File: config.mk
export PLATFORM = sky130hd
export DESIGN_NAME = control_sequencer_flat
export DESIGN_NICKNAME = d
export VERILOG_FILES = /design/src/rtl/control_sequencer_if.sv /design/src/rtl/control_sequencer.sv /design/src/flat_wrapper.sv
export SDC_FILE = /design/constraint.sdc
export NUM_CORES = 1
export LEC_CHECK = 0
export CORE_MARGIN = 2
export CORE_UTILIZATION = 30
export DETAILED_ROUTE_END_ITERATION = 8
export PLACE_DENSITY = 0.79
export SKIP_LAST_GASP = 1
export SYNTH_ARGS = -nofsm -noshare
export SYNTH_HDL_FRONTEND = slang
export SYNTH_SLANG_ARGS = --single-unit
File: constraint.sdc
create_clock -name Clock -period 1.7 [get_ports Clock]
set_input_delay 0.34 -clock Clock [delete_from_list [all_inputs] [get_ports Clock]]
set_output_delay 0.34 -clock Clock [all_outputs]
set_load 0.02 [all_outputs]
File: src/rtl/control_sequencer_if.sv
// Control bundle between the sequencer and the DataPath.
// master = sequencer side, slave = DataPath side.
interface control_sequencer_if #(
  parameter int REGS = 16
);
  logic            run;
  logic            mem_ready;
  logic [31:0]     IR;
  logic            PCout;
  logic            Zlowout;
  logic            MDRout;
  logic            MARin;
  logic            PCin;
  logic            MDRin;
  logic            IRin;
  logic            Yin;
  logic            Zin_low;
  logic            IncPC;
  logic            Read;
  logic [REGS-1:0] R_in;
  logic [REGS-1:0] R_out;
  logic [3:0]      operation;
  logic            halted;
  logic            illegal;
  logic [3:0]      state_dbg;

  modport master (
    input  run, mem_ready, IR,
    output PCout, Zlowout, MDRout,
    output MARin, PCin, MDRin, IRin,
    output Yin, Zin_low, IncPC, Read,
    output R_in, R_out, operation,
    output halted, illegal, state_dbg
  );

  modport slave (
    output run, mem_ready, IR,
    input  PCout, Zlowout, MDRout,
    input  MARin, PCin, MDRin, IRin,
    input  Yin, Zin_low, IncPC, Read,
    input  R_in, R_out, operation,
    input  halted, illegal, state_dbg
  );
endinterface

File: src/rtl/control_sequencer.sv
// Moore control sequencer: fetch T0..T2, ALU/shift T3..T5.
// Halts on the halt opcode or any illegal opcode.
module control_sequencer #(
  parameter int OPW  = 5,
  parameter int REGS = 16
) (
  input logic             Clock,
  input logic             clear,
  control_sequencer_if.master bus
);

  typedef enum logic [3:0] {
    S_IDLE = 4'd0,
    S_T0   = 4'd1,
    S_T1   = 4'd2,
    S_T1W  = 4'd3,
    S_T2   = 4'd4,
    S_T3   = 4'd5,
    S_T4   = 4'd6,
    S_T5   = 4'd7,
    S_HALT = 4'd8
  } state_t;

  localparam logic [REGS-1:0] ONE =
    {{(REGS-1){1'b0}}, 1'b1};

  state_t         state_q, state_d;
  logic           illegal_q, illegal_d;
  logic [OPW-1:0] opcode;
  logic [3:0]     ra, rb, rc;
  logic [3:0]     alu_code;
  logic           is_alu, is_nop, is_halt;

  assign opcode = bus.IR[31 -: OPW];
  assign ra     = bus.IR[26:23];
  assign rb     = bus.IR[22:19];
  assign rc     = bus.IR[18:15];

  assign bus.halted    = (state_q == S_HALT);
  assign bus.illegal   = illegal_q;
  assign bus.state_dbg = state_q;

  // Opcode decode into instruction class and ALU function
  always_comb begin
    is_alu   = 1'b0;
    is_nop   = 1'b0;
    is_halt  = 1'b0;
    alu_code = 4'b0000;
    unique case (opcode)
      5'b00011: begin is_alu = 1'b1; alu_code = 4'b0011; end
      5'b00100: begin is_alu = 1'b1; alu_code = 4'b0100; end
      5'b00101: begin is_alu = 1'b1; alu_code = 4'b0101; end
      5'b00110: begin is_alu = 1'b1; alu_code = 4'b0110; end
      5'b00111: begin is_alu = 1'b1; alu_code = 4'b0111; end
      5'b01000: begin is_alu = 1'b1; alu_code = 4'b1100; end
      5'b01001: begin is_alu = 1'b1; alu_code = 4'b1001; end
      5'b01010: begin is_alu = 1'b1; alu_code = 4'b1010; end
      5'b01011: begin is_alu = 1'b1; alu_code = 4'b1011; end
      5'b11000: is_nop  = 1'b1;
      5'b11001: is_halt = 1'b1;
      default:  ;
    endcase
  end

  // Next-state and Moore control outputs
  always_comb begin
    state_d       = state_q;
    illegal_d     = illegal_q;
    bus.PCout     = 1'b0;
    bus.Zlowout   = 1'b0;
    bus.MDRout    = 1'b0;
    bus.MARin     = 1'b0;
    bus.PCin      = 1'b0;
    bus.MDRin     = 1'b0;
    bus.IRin      = 1'b0;
    bus.Yin       = 1'b0;
    bus.Zin_low   = 1'b0;
    bus.IncPC     = 1'b0;
    bus.Read      = 1'b0;
    bus.R_in      = '0;
    bus.R_out     = '0;
    bus.operation = 4'b0000;
    unique case (state_q)
      S_IDLE: begin
        if (bus.run) state_d = S_T0;
      end
      S_T0: begin
        bus.PCout   = 1'b1;
        bus.MARin   = 1'b1;
        bus.IncPC   = 1'b1;
        bus.Zin_low = 1'b1;
        state_d     = S_T1;
      end
      S_T1: begin
        bus.Zlowout = 1'b1;
        bus.PCin    = 1'b1;
        bus.Read    = 1'b1;
        bus.MDRin   = 1'b1;
        state_d     = bus.mem_ready ? S_T2 : S_T1W;
      end
      S_T1W: begin
        bus.Read  = 1'b1;
        bus.MDRin = 1'b1;
        if (bus.mem_ready) state_d = S_T2;
      end
      S_T2: begin
        bus.MDRout = 1'b1;
        bus.IRin   = 1'b1;
        state_d    = S_T3;
      end
      S_T3: begin
        unique case (1'b1)
          is_alu: begin
            bus.R_out = ONE << rb;
            bus.Yin   = 1'b1;
            state_d   = S_T4;
          end
          is_nop: begin
            state_d = bus.run ? S_T0 : S_IDLE;
          end
          is_halt: begin
            state_d = S_HALT;
          end
          default: begin
            illegal_d = 1'b1;
            state_d   = S_HALT;
          end
        endcase
      end
      S_T4: begin
        bus.R_out     = ONE << rc;
        bus.Zin_low   = 1'b1;
        bus.operation = alu_code;
        state_d       = S_T5;
      end
      S_T5: begin
        bus.Zlowout = 1'b1;
        bus.R_in    = ONE << ra;
        state_d     = bus.run ? S_T0 : S_IDLE;
      end
      S_HALT: begin
        state_d = S_HALT;
      end
      default: begin
        state_d = S_IDLE;
      end
    endcase
  end

  // State register and sticky illegal flag
  always_ff @(posedge Clock or negedge clear) begin
    if (!clear) begin
      state_q   <= S_IDLE;
      illegal_q <= 1'b0;
    end else begin
      state_q   <= state_d;
      illegal_q <= illegal_d;
    end
  end

endmodule

File: src/flat_wrapper.sv
// flat-port wrapper written by rule: the top's interface ports become plain ports
module control_sequencer_flat 
#(
  parameter int OPW  = 5,
  parameter int REGS = 16
)
  (Clock, clear, bus_run, bus_mem_ready, bus_IR, bus_PCout, bus_Zlowout, bus_MDRout, bus_MARin, bus_PCin, bus_MDRin, bus_IRin, bus_Yin, bus_Zin_low, bus_IncPC, bus_Read, bus_R_in, bus_R_out, bus_operation, bus_halted, bus_illegal, bus_state_dbg);
  control_sequencer_if #(.REGS(REGS)) bus_i ();
  input logic Clock;
  input logic clear;
  input wire logic [$bits(bus_i.run)-1:0] bus_run;
  input wire logic [$bits(bus_i.mem_ready)-1:0] bus_mem_ready;
  input wire logic [$bits(bus_i.IR)-1:0] bus_IR;
  output wire logic [$bits(bus_i.PCout)-1:0] bus_PCout;
  output wire logic [$bits(bus_i.Zlowout)-1:0] bus_Zlowout;
  output wire logic [$bits(bus_i.MDRout)-1:0] bus_MDRout;
  output wire logic [$bits(bus_i.MARin)-1:0] bus_MARin;
  output wire logic [$bits(bus_i.PCin)-1:0] bus_PCin;
  output wire logic [$bits(bus_i.MDRin)-1:0] bus_MDRin;
  output wire logic [$bits(bus_i.IRin)-1:0] bus_IRin;
  output wire logic [$bits(bus_i.Yin)-1:0] bus_Yin;
  output wire logic [$bits(bus_i.Zin_low)-1:0] bus_Zin_low;
  output wire logic [$bits(bus_i.IncPC)-1:0] bus_IncPC;
  output wire logic [$bits(bus_i.Read)-1:0] bus_Read;
  output wire logic [$bits(bus_i.R_in)-1:0] bus_R_in;
  output wire logic [$bits(bus_i.R_out)-1:0] bus_R_out;
  output wire logic [$bits(bus_i.operation)-1:0] bus_operation;
  output wire logic [$bits(bus_i.halted)-1:0] bus_halted;
  output wire logic [$bits(bus_i.illegal)-1:0] bus_illegal;
  output wire logic [$bits(bus_i.state_dbg)-1:0] bus_state_dbg;
  assign bus_i.run = bus_run;
  assign bus_i.mem_ready = bus_mem_ready;
  assign bus_i.IR = bus_IR;
  assign bus_PCout = bus_i.PCout;
  assign bus_Zlowout = bus_i.Zlowout;
  assign bus_MDRout = bus_i.MDRout;
  assign bus_MARin = bus_i.MARin;
  assign bus_PCin = bus_i.PCin;
  assign bus_MDRin = bus_i.MDRin;
  assign bus_IRin = bus_i.IRin;
  assign bus_Yin = bus_i.Yin;
  assign bus_Zin_low = bus_i.Zin_low;
  assign bus_IncPC = bus_i.IncPC;
  assign bus_Read = bus_i.Read;
  assign bus_R_in = bus_i.R_in;
  assign bus_R_out = bus_i.R_out;
  assign bus_operation = bus_i.operation;
  assign bus_halted = bus_i.halted;
  assign bus_illegal = bus_i.illegal;
  assign bus_state_dbg = bus_i.state_dbg;
  control_sequencer #(.OPW(OPW), .REGS(REGS)) u_core (.Clock(Clock), .clear(clear), .bus(bus_i));
endmodule
==> out/results.ini <==
[final_layout]
syn_to_final_growth_pct = 202
antennaDiodeCount = 0
drive_gt1_frac = 0.718
multi_input_area_um2 = 1280
seq_area_um2 = 130
most-common-layout-cells = buf_4 (63), buf_6 (45), o22ai_4 (16)
final_util = 0.970
final_common_cell = buf_4
nets = 299
fill_cells = 49

[clock_network]
h-tree-depth = 1
cts_buffer_depth = 2
cts_buffers = 3
clk_latency_ps = 260
clkSlewWorstSetupHoldPaths_ps = 50
cts_root_buffer = clkbuf_4
clock-sinks = 5
cts_tree = done

[synthesis]
synth-edff-count = 0
syn_area_um2 = 910
yosysWarningCount = 0
synth-seq-area-share = 0.138
mappedNetlistNets = 169
syn_inst = 133
avgSynthCellArea_um2 = 6.84
ys_seq_elements = 5
yosysUniqueCellTypes = 35
ys.flop_type = dfrtp_1
async_flop_share = 1.00

[detailed_routing]
drt-total-wl_um = 7450
detail-route-antenna-nets = 0
drt_pre_antenna_iters = 4
post_drt_via_cell_ratio = 6.32
drcViolationCount = 0
routedWlPerCell_um = 25.4
drt_iter0_drc = 150
vias = 1851

[floorplanning]
die_w_um = 59.1
start_util = 0.322
core-area_um2 = 2830
num_rows = 19
die_h_um = 59.1
io_pins = 89
die_area_um2 = 3490

[power]
power_density_nw_per_um2 = 1060
leakage_nw = 1.15
ir_worst_vdd_mv = 0.621

[sta]
post-route-min-period_ps = 2170
slew_headroom = 0.738
max_freq_mhz = 462
setup_viol = 51
tightestPinTransition_ps = 392
fin_ws_ps = -466
rsz0062_at_grt = true
period_share = 1.27
hold_viol_final = 0
slew_viol_final = 0
clock_skew_ps = 4.05

[global_routing]
gr-total-overflow = 0
grt_util_all_layers = 0.321
grt_pass1_vias = 1785
grt_start_max_net_pins = 11
grt_pass1_wl_um = 8450
antenna_found_initial = 0

[job]
max-cap-violations = 0

[placed_design]
dpl_worst_slack_ps = -966
io_buffer_count = 73
gp_congestion = 0.881
dp_hpwl_um = 3650

[run_status]
violations = setup timing
status = complete, but fails checks

[critical_path]
critical_path_required_ps = 1360
crit_fanout = 4
critPathKind = flop to output port
end_kind = output port
crit_arrival_ps = 1830
start_kind = flop

[worst_hold_path]
hp-class = primary input to async pin

==> final timing paths <==
check | start | endpoint | slack (ps) | cells after the start
worst min register to register | u_core.bus.illegal | u_core.bus.illegal | 530 | 1
max in group asynchronous | clear | u_core.bus.state_dbg[1] | 1180 | 1
worst max register to register | u_core.bus.state_dbg[2] | u_core.bus.state_dbg[0] | -250 | 7
worst min-delay path | clear | u_core.bus.illegal | 300 | 1
worst max-delay path | u_core.bus.state_dbg[1] | bus_R_out[3] | -470 | 7
min in group Clock | u_core.bus.illegal | u_core.bus.illegal | 530 | 1
==> stage by stage <==
| step | setup TNS, ps | area (um^2) | cells | hold slack [ps] | power [mW] |
|---|---|---|---|---|---|
| 5_1_grt | -16260 | 2740 | 293 | 320 | 2.99 |
| 3_5_place_dp | -31460 | 2340 | 273 | 456 | 2.00 |
| 4_1_cts | -10200 | 2540 | 286 | 327 | 2.31 |
| 2_1_floorplan | -3570 | 1310 | 133 | 44.4 | 1.33 |
| 3_3_place_gp | -29120 | 2340 | 273 | 454 | 1.96 |
| 6_report | -15560 | 2740 | 293 | 304 | 2.92 |
==> flip-flops by register name, indices dropped and copies added, names as in the netlist <==
name                  count
u_core.bus.illegal        1
u_core.bus.state_dbg      4
==> cells in the mapped netlist (2+ instances only) <==
master	number	area (um^2)
dfrtp_1	5	125
o22ai_1	16	100
nand3b_1	2	15.0
clkbuf_1	2	7.51
a21oi_1	6	30.0
o21a_1	2	15.0
nand3b_2	2	22.5
nand2_1	13	48.8
nor3_1	13	65.1
nand3_1	3	15.0
mux2i_1	3	30.0
or2_2	3	18.8
a21o_1	2	15.0
nand2b_1	9	56.3
nor2_1	20	75.1
o21ai_0	5	25.0
a31oi_1	2	12.5
buf_4	7	52.6
buf_6	2	22.5
==> routing by layer <==
layer / share of wire / global-route usage
met5: 0 / 0
met4: 0.068 / 0.156
met3: 0.078 / 0.0677
met2: 0.52 / 0.619
met1: 0.33 / 0.320
==> critical path, stage by stage (launching register included) <==
cell	delay (ps)
dfrtp_2	410
buf_6	150
inv_2	60
nor3_4	310
nand3b_1	130
buf_4	200
o22ai_4	170
buf_6	140
==> cell families (layout without fill, tap and decap cells) <==
family | count (synthesis) | count (layout) | synth area share
xor+xnor | 1 | 1 | 0.00963
simple gates | 74 | 74 | 0.436
flops | 5 | 5 | 0.138
compound gates | 38 | 38 | 0.289
buf+inv | 12 | 141 | 0.0949
mux | 3 | 3 | 0.0330
==> cell type report <==
cell class / instances / area share
Timing Repair Buffer: 136 / 0.460
Inverter: 1 / 0.00137
Clock buffer: 4 / 0.00958
Tap cell: 31 / 0.0141
Sequential cell: 5 / 0.0474
Multi-Input combinational cell: 116 / 0.468
==> timing repair <==
action                                  4_1_cts  5_1_grt
pin swaps                                    23       14
endpoints found under the setup margin       53       53
setup buffers                                 9        8
cloned                                        0        0
hold buffers                                  0        0
gates resized for setup                     295       40
==> report_power, final <==
group | leakage, nW | switching (mW) | internal [mW]
clock network | 0.0150 | 0.0638 | 0.0897
registers | 0.0560 | 0.0846 | 0.185
logic | 1.08 | 1.32 | 1.17
total | 1.15 | 1.47 | 1.44
Power figures use the tool's default switching activity.
